File: config.mk
export PLATFORM = sky130hd
export DESIGN_NAME = dmem_wait_responder_flat
export DESIGN_NICKNAME = d
export VERILOG_FILES = /design/src/rtl/dmem_wait_responder_if.sv /design/src/rtl/dmem_wait_responder.sv /design/src/flat_wrapper.sv
export SDC_FILE = /design/constraint.sdc
export NUM_CORES = 2
export LEC_CHECK = 0
export BUFFER_PORTS_ARGS = -buffer_cell sky130_fd_sc_hd__buf_2
export CAP_MARGIN = 20
export CORE_AREA = 2 2 410 412
export DETAILED_ROUTE_END_ITERATION = 12
export DIE_AREA = 0 0 412 414
export PLACE_DENSITY = 0.77
export SETUP_SLACK_MARGIN = 0.1
export SYNTH_ARGS = -nofsm -noshare
export SYNTH_HDL_FRONTEND = slang
export SYNTH_SLANG_ARGS = --single-unit
File: constraint.sdc
create_clock -name clk -period 4.3 [get_ports clk]
set_input_delay 0.86 -clock clk [delete_from_list [all_inputs] [get_ports clk]]
set_output_delay 0.86 -clock clk [all_outputs]
set_load 0.005 [all_outputs]
File: src/rtl/dmem_wait_responder_if.sv
// Load/store request bus between the core (master) and a data-memory responder (slave).
interface dmem_if;
    logic        req;
    logic        we;
    logic [31:0] a;
    logic [31:0] wd;
    logic [31:0] rd;
    logic        ready;
    logic        err;
    logic        busy;

    modport master (
        output req, we, a, wd,
        input  rd, ready, err, busy
    );

    modport slave (
        input  req, we, a, wd,
        output rd, ready, err, busy
    );
endinterface

File: src/rtl/dmem_wait_responder.sv
// Data-memory responder with a configurable number of wait states before a one-cycle
// ready pulse; used to exercise the core's stall path on slow memory.
module dmem_wait_responder #(
    parameter int unsigned WAIT_CYCLES = 2,
    parameter int unsigned ADDR_BITS   = 6
) (
    input  logic   clk,
    input  logic   reset,
    dmem_if.slave  bus
);
    localparam int unsigned DATA_W = 32;
    localparam int unsigned CNT_W  = 4;
    localparam int unsigned DEPTH  = 1 << ADDR_BITS;

    typedef enum logic [1:0] {
        S_IDLE,
        S_WAIT,
        S_RESP
    } state_t;

    state_t               state;
    state_t               state_next;
    logic [CNT_W-1:0]     cnt;
    logic [CNT_W-1:0]     cnt_next;

    logic                 lat_we;
    logic                 lat_we_next;
    logic                 lat_mis;
    logic                 lat_mis_next;
    logic [ADDR_BITS-1:0] lat_idx;
    logic [ADDR_BITS-1:0] lat_idx_next;
    logic [DATA_W-1:0]    lat_wd;
    logic [DATA_W-1:0]    lat_wd_next;

    logic                 ready_q;
    logic                 ready_next;
    logic                 err_q;
    logic                 err_next;
    logic                 busy_q;
    logic                 busy_next;
    logic [DATA_W-1:0]    rd_q;
    logic [DATA_W-1:0]    rd_next;

    logic [DATA_W-1:0]    mem [DEPTH];
    logic                 commit_c;

    // State, latched request and registered outputs; reset aborts any pending access.
    always_ff @(posedge clk) begin
        if (reset) begin
            state   <= S_IDLE;
            cnt     <= '0;
            lat_we  <= 1'b0;
            lat_mis <= 1'b0;
            lat_idx <= '0;
            lat_wd  <= '0;
            ready_q <= 1'b0;
            err_q   <= 1'b0;
            busy_q  <= 1'b0;
            rd_q    <= '0;
        end else begin
            state   <= state_next;
            cnt     <= cnt_next;
            lat_we  <= lat_we_next;
            lat_mis <= lat_mis_next;
            lat_idx <= lat_idx_next;
            lat_wd  <= lat_wd_next;
            ready_q <= ready_next;
            err_q   <= err_next;
            busy_q  <= busy_next;
            rd_q    <= rd_next;
        end
    end

    // Next state and the output values for the cycle that state will occupy.
    always_comb begin
        state_next   = state;
        cnt_next     = cnt;
        lat_we_next  = lat_we;
        lat_mis_next = lat_mis;
        lat_idx_next = lat_idx;
        lat_wd_next  = lat_wd;

        unique case (state)
            S_IDLE: begin
                if (bus.req) begin
                    lat_we_next  = bus.we;
                    lat_mis_next = |bus.a[1:0];
                    lat_idx_next = bus.a[ADDR_BITS+1:2];
                    lat_wd_next  = bus.wd;
                    if (WAIT_CYCLES == 0) begin
                        state_next = S_RESP;
                    end else begin
                        state_next = S_WAIT;
                        cnt_next   = CNT_W'(WAIT_CYCLES);
                    end
                end
            end
            S_WAIT: begin
                cnt_next = cnt - CNT_W'(1);
                if (cnt <= CNT_W'(1)) begin
                    state_next = S_RESP;
                end
            end
            S_RESP: begin
                state_next = S_IDLE;
            end
            default: begin
                state_next = S_IDLE;
            end
        endcase

        ready_next = (state_next == S_RESP);
        busy_next  = (state_next != S_IDLE);
        err_next   = ready_next & lat_mis_next;
        rd_next    = '0;
        if (ready_next && !lat_we_next && !lat_mis_next) begin
            rd_next = mem[lat_idx_next];
        end
    end

    // Stores commit on the edge that closes the ready cycle; misaligned stores are dropped.
    assign commit_c = (state == S_RESP) && !reset && lat_we && !lat_mis;

    always_ff @(posedge clk) begin
        if (commit_c) begin
            mem[lat_idx] <= lat_wd;
        end
    end

    assign bus.rd    = rd_q;
    assign bus.ready = ready_q;
    assign bus.err   = err_q;
    assign bus.busy  = busy_q;

endmodule

File: src/flat_wrapper.sv
// flat-port wrapper written by rule: the top's interface ports become plain ports
module dmem_wait_responder_flat 
#(
    parameter int unsigned WAIT_CYCLES = 2,
    parameter int unsigned ADDR_BITS   = 6
)
  (clk, reset, bus_req, bus_we, bus_a, bus_wd, bus_rd, bus_ready, bus_err, bus_busy);
  dmem_if bus_i ();
  input  logic clk;
  input  logic reset;
  input wire logic [$bits(bus_i.req)-1:0] bus_req;
  input wire logic [$bits(bus_i.we)-1:0] bus_we;
  input wire logic [$bits(bus_i.a)-1:0] bus_a;
  input wire logic [$bits(bus_i.wd)-1:0] bus_wd;
  output wire logic [$bits(bus_i.rd)-1:0] bus_rd;
  output wire logic [$bits(bus_i.ready)-1:0] bus_ready;
  output wire logic [$bits(bus_i.err)-1:0] bus_err;
  output wire logic [$bits(bus_i.busy)-1:0] bus_busy;
  assign bus_i.req = bus_req;
  assign bus_i.we = bus_we;
  assign bus_i.a = bus_a;
  assign bus_i.wd = bus_wd;
  assign bus_rd = bus_i.rd;
  assign bus_ready = bus_i.ready;
  assign bus_err = bus_i.err;
  assign bus_busy = bus_i.busy;
  dmem_wait_responder #(.WAIT_CYCLES(WAIT_CYCLES), .ADDR_BITS(ADDR_BITS)) u_core (.clk(clk), .reset(reset), .bus(bus_i));
endmodule
Yosys cells after proc, flatten, opt, wreduce, memory -nomap -nowiden
Memory sizes are Yosys's and may differ from the RTL's. A register that Yosys moved wholly into a read port is not among the register bits.
Index checks and enable logic that the tools add are counted.
Cells by class
  $lt $le $gt $ge: 1
  equal/unequal tests: 4
  bitwise logic cells: 2
  add/subtract/negate cells: 1
  reduce and logical (&&, ||, !) cells: 16
  muxes and demuxes: 13
Operators with widths (count)
  $mux 6: 2
  $pmux 4 s2: 1
  $mux 1: 6
  $logic_and 1x1->1: 5
  $eq 2x2->1 const B: 2
  $le 4x1->1 const B: 1
  $logic_not 1->1: 4
  $mux 2: 2
  $mux 4: 1
  $pmux 2 s2: 1
  $reduce_and 2->1: 2
  $reduce_bool 2->1: 2
  $reduce_or 2->1: 2
  $sub 4x1->4 const B: 1
  $eq 2x1->1 const B: 1
  $logic_not 2->1: 1
  $ne 2x2->1 const B: 1
  $and 1x1->1: 1
  $not 1->1: 1
Storage, ports and cells
  memories: 1
  memory bits (writable): 2048
  logic and storage cells: 47
  bits in registers: 49
  output and inout port bits: 35
Memory list
  u_core.mem: words 64, width 32, read ports 1, clocked after Yosys merged registers in 1, wr ports 1, line dmem_wait_responder.sv:44  | logic [DATA_W-1:0] mem [DEPTH];

Logic depth before layout (Yosys ltp)
  depth in word-level cells: 8
  gate-level depth with buffers: 12
  mapped depth without buffers: 8

Least setup slack after synthesis
No wires, ideal clock.
  path type: input to register
  start point: in reset
  end point: mem u_core.mem[46][0] (enable)
  stages on the path: 5
  required time: 3879 ps
  setup slack: 414 ps
  arrival: 3465 ps
  cells stage by stage: clkbuf_1 -> nor4_1 -> nor2b_1 -> nand3_1 -> nor2_1
On the way
  cells in the longest elaborated chain, start to end: 6
RTL lines
  start: declaration: line flat_wrapper.sv:10  | input logic reset;
  $logic_not 1->1: line dmem_wait_responder.sv:122  | assign commit_c = (state == S_RESP) && !reset && lat_we && !lat_mis;
  $logic_and 1x1->1 (3 in a row): line dmem_wait_responder.sv:122
  $mux 1: line dmem_wait_responder.sv:125  | if (commit_c) begin
  $mux 1 (implied by the code): line dmem_wait_responder.sv:126  | mem[lat_idx] <= lat_wd;
  end: declaration: line dmem_wait_responder.sv:44
No other way between the ends.

Final worst setup path
  start point: reg u_core.state[1]
  end point: reg u_core.rd_q[9], in the netlist u_core.bus.rd[9] (read register of u_core.mem)
On the way
  cells in the longest elaborated chain, start to end: 7
  elaborated cells on any way between the ends: 15
  classes of those cells: 2 x eq/ne; 6 x mux; 1 x bitwise; 6 x reduce/logical
RTL lines
  start: declaration: line dmem_wait_responder.sv:21  | state_t state;
  start signal: assignment: line dmem_wait_responder.sv:61  | state <= state_next;
  $eq 2x1->1 (tied with other cells): line dmem_wait_responder.sv:83  | unique case (state)
  $pmux 2 s2 or $mux 1 (tied branches): line dmem_wait_responder.sv:83
  $eq 2x2->1 or $logic_not 1->1 (tied branches): line dmem_wait_responder.sv:112, dmem_wait_responder.sv:116
  $logic_and 1x1->1 (2 in a row): line dmem_wait_responder.sv:116  | if (ready_next && !lat_we_next && !lat_mis_next) begin
  $not 1->1 (no source line)
  $reduce_or 2->1 (no source line)
  end: declaration: line dmem_wait_responder.sv:41  | logic [DATA_W-1:0] rd_q;
Parallel ways exist; a longest one is shown, timed or not.
A chain may end at the register's enable or synchronous reset.

==> impl.org <==
** Clocking
- Clock-pin slew was measured on the worst setup and hold paths at 0.06 ns.
- TritonCTS built the clock tree.
- Post-CTS timing repair inserted 0 buffers for setup.
- Counting the buffers created by CTS gives 200.
- # H-tree levels :: 4
- After clock tree synthesis, the repair step resized 0 gates.
- Maximum buffer depth of the clock tree :: 3
- The later pin in the worst-skew pair is clocked with a latency of approximately 0.83 ns.
- Root Buffer Master :: clkbuf_16
- Clk sinks :: roughly 2,100
- Count of hold buffers inserted by post-cts repair :: 0

** Synthesis
- Yosys mapped a number of flops with a built-in enable equal to roughly 2,000.
- Distinct cells, synth :: 43
- In this run the biggest area consumer among cell types represents 74.3% of the synthesized area.
- Combined area of all synthesized cells :: between 0.08 and 0.09 sq mm
- A synthesized cell averages ~14 sq um.
- #FFs+latches synth :: 2,129
- For this run, the leading register cell type out of synthesis is edfxtp_1.
- Synthesized Nets :: 5,788
- In the synthesized netlist, the number of instances is between 5,000 and 6,000.
- Of the synthesized area, sequential elements account for approximately 76%.
- The Yosys step of the flow raised 0 warnings.
- In the synthesized netlist the async set-or-reset flop fraction comes to 0%.
- Summed over all instances, the cell type with the most area after synthesis is edfxtp_1.
- In the post-synthesis netlist, the biggest area contributors are edfxtp_1, nand2_1, mux2i_1.

** Layout
- Share of layout cells above drive strength 1 :: 13.6%
- After the last flow step, the layout net total stands at 6,026.
- Area growth from synthesis to layout :: 15.0%
- Number of inserted filler cells in the final layout :: about 12,000
- The repair_antennas step left the layout with diodes totalling 0.
- Registers take 0.0632 sq mm.
- Cells fill a little under three fifths of the core in the end.
- The finished layout holds between 8,000 and 9,000 standard cells, fillers aside.
- Summing all multi-input logic gate instances after layout gives 0.0186 sq mm.

** Global routing
- Overflow after GRT :: 0
- For this run, the total global-route usage over all layers was measured as 25.4%.
- Number of antenna violations at the first check in global routing :: 8
- Largest net degree at the start of global routing :: roughly 120
- Wire length of the first global-routing pass :: 321,000 um
- Vias in the first global route :: slightly above 50,000

** Setup path
- On the critical path, the stage with the largest delay is an instance of or3b_2.
- Highest net fanout along the worst path :: a little over 50
- Cell seen most often among critical-path stages :: buf_12
- Critical Path Max Stage Delay :: 0.73 ns
- The critical path contains buffers and inverters numbering 4 combined.
- At the worst endpoint, the required time is 5.07 ns.
- The worst setup path is of the flop to flop kind.
- Cell breakdown of the critical path :: or3b_2, buf_4, a21oi_4, buf_12, buf_12, buf_12, a21oi_1, a22oi_1, a22oi_1, a31oi_1, a211o_1
- Endpoint class of the critical path :: flop
- Cell family with most CP delay :: compound AO/OA/AOI/OAI gates
- CP Data Arrival Time :: between 4 and 5 ns
- Crit start category :: flop

** Power and ir drop
- Across the VDD grid, the largest voltage drop is 423 uV.
- Cell leakage power :: 32.7 nW
- Power spread over the standard cell area amounts to 488 mW/mm^2.
- The design draws about 46 mW.

** Die
- From left edge to right edge, the die measures about 410 um.
- The initial utilization of the core area, before any placement, comes to 49.8%.
- Row generation in the floorplan step produced 150 rows.
- In this run the count of I/O pins placed on the die edge is 103.
- Measured along the y axis, the die boundary spans 414 um.
- Core box area :: 0.166 sq mm
- The die covers 0.171 sq mm.

** STA
- Final hold violation count :: 0
- Transition time at the pin with the least slew margin :: 0.914 ns
- Ratio of final minimum period to clock period :: between 80% and 90%
- Setup TNS :: 0 ns
- Worst-case clock skew :: around 0.032 ns
- Final max-slew violation count :: 0
- The worst path in the final design needs a cycle of 3.74 ns, including I/O delays and setup.
- Headroom to the max-slew limit came out at 39.1%.
- Derived from the worst setup path, the maximum achievable clock frequency is 267 MHz.
- Setup violations remaining at the end of the flow were counted as 0.
- Unrepaired setup endpoints after global routing :: no

** Route
- Summed over all layers, the routed wires come to approximately 220,000 um.
- Dividing the detail-routed wire length by the instance count gives between 20 and 30 um.
- The first routing iteration left 8,134 violations.
- Number of nets with antenna violations after detailed routing :: 0
- Vias after detailed routing :: 52,000
- Number of search-and-repair iterations in the first detailed-routing pass :: 6
- Average vias per placed instance :: 6.24
- In the routed design, unresolved DRC markers number 0.

** Placement
- The congestion estimate from routability-driven global placement came to slightly below 0.9.
- HPWL after DPL :: 125,000 um
- Port-buffer cells :: 78
- Counting tap cells, the placed design contains a total of roughly 8,000 instances.

** Min path
- Path class of the lowest-slack min-delay path :: input port to flop

** Run
- The tool flagged a number of max-cap violations equal to 0.

** Outcome
- Status :: completed
-- sequential cells by signal, indices dropped and copies added, names as in the netlist --
| name | cells |
|---|---|
| u_core.lat_we | 1 |
| u_core.lat_mis | 1 |
| u_core.cnt | 4 |
| u_core.mem | 2048 |
| u_core.bus.busy | 1 |
| u_core.bus.err | 1 |
| u_core.state | 2 |
| u_core.bus.rd | 32 |
| u_core.lat_idx | 6 |
| u_core.lat_wd | 32 |
| u_core.bus.ready | 1 |
-- power breakdown --
group | leakage, nW | internal [mW] | switching, mW | total [mW]
Sequential | 19.4 | 23.0 | 0.119 | 23.1
Combinational | 10.1 | 1.75 | 3.74 | 5.50
Clock | 3.26 | 10.4 | 7.51 | 17.9
Total | 32.7 | 35.1 | 11.4 | 46.5
-- logic make-up after synthesis --
family	Yosys count	synth area share (%)
buffers and inverters	405	2.15
AND/OR/NAND/NOR	1957	9.95
AO/OA/AOI/OAI	784	6.27
adder cells (fa/ha/maj)	2	0.0302
flip-flops	2129	76.2
multiplexers	441	5.37
-- layer usage --
| layer | global-route usage [%] | routed length [um] |
|---|---|---|
| met5 | 0 | 51 |
| met4 | 10.2 | 8840 |
| met3 | 4.49 | 27500 |
| met2 | 39.7 | 103000 |
| met1 | 35.4 | 81200 |
-- synth_stat cells (21+ instances only) --
cell / count
edfxtp_1: 2048
nand2_1: 1238
nand3_1: 567
mux2i_1: 435
a21oi_1: 292
a22oi_1: 233
clkbuf_1: 223
a31oi_1: 88
nor2_1: 87
dfxtp_1: 81
buf_2: 77
a32oi_1: 64
buf_1: 47
a211oi_1: 45
nand4_1: 33
a211o_1: 32
inv_1: 26
a311oi_1: 22
buf_4: 21
-- through the flow --
step / hold WS [ns] / setup WS, ns / instance area [sq um]
finish: 0.266 / 0.560 / 95200
global route: 0.250 / 0.431 / 95200
CTS: 0.221 / 0.691 / 95100
detailed placement: 0.444 / 0.169 / 88500
global placement: 0.441 / 0.216 / 88400
floorplan: 0.450 / 0.414 / 82800
-- tightest hold or removal path: stages --
cell and delay, ns:
buf_2 0.10, nand2_1 0.05, a21oi_1 0.05
-- worst paths after layout --
path	start	to	slack (ns)	cells after the start
max	u_core.state[1]	u_core.bus.rd[9]	0.56	11
min	bus_wd[25]	u_core.lat_wd[25]	0.27	3
max reg2reg	u_core.state[1]	u_core.bus.rd[9]	0.56	11
min reg2reg	u_core.lat_wd[4]	u_core.lat_wd[4]	0.45	2
-- cells in the final DEF (no fill, tap or decap), drive strengths merged, types with 3 or more instances in the layout --
cell / synthesis / routed
a32oi: 64 / 64
nor2b: 3 / 3
nand4: 33 / 33
nand2: 1238 / 1238
clkinvlp: 0 / 5
clkinv: 0 / 70
a311oi: 22 / 22
dfxtp: 81 / 81
a211oi: 45 / 45
nand3b: 5 / 5
or3b: 3 / 3
a21oi: 292 / 292
a211o: 32 / 32
a31oi: 88 / 88
a22oi: 233 / 233
mux2i: 436 / 436
nand3: 567 / 567
mux2: 3 / 3
nor3: 6 / 6
edfxtp: 2048 / 2048
bufinv: 0 / 24
buf: 156 / 415
inv: 26 / 31
or3: 3 / 3
clkbuf: 223 / 266
nor2: 89 / 89
-- cell type report --
class,count,share of cell area [%]
flip-flops and latches,2129,66.3
well taps,2204,2.90
clock buffers,266,5.74
multi-input cells,3184,19.5
inverters,26,0.103
clock inverters,104,1.24
repair buffers,415,4.19
No activity file was read; power rests on OpenSTA's default activity.
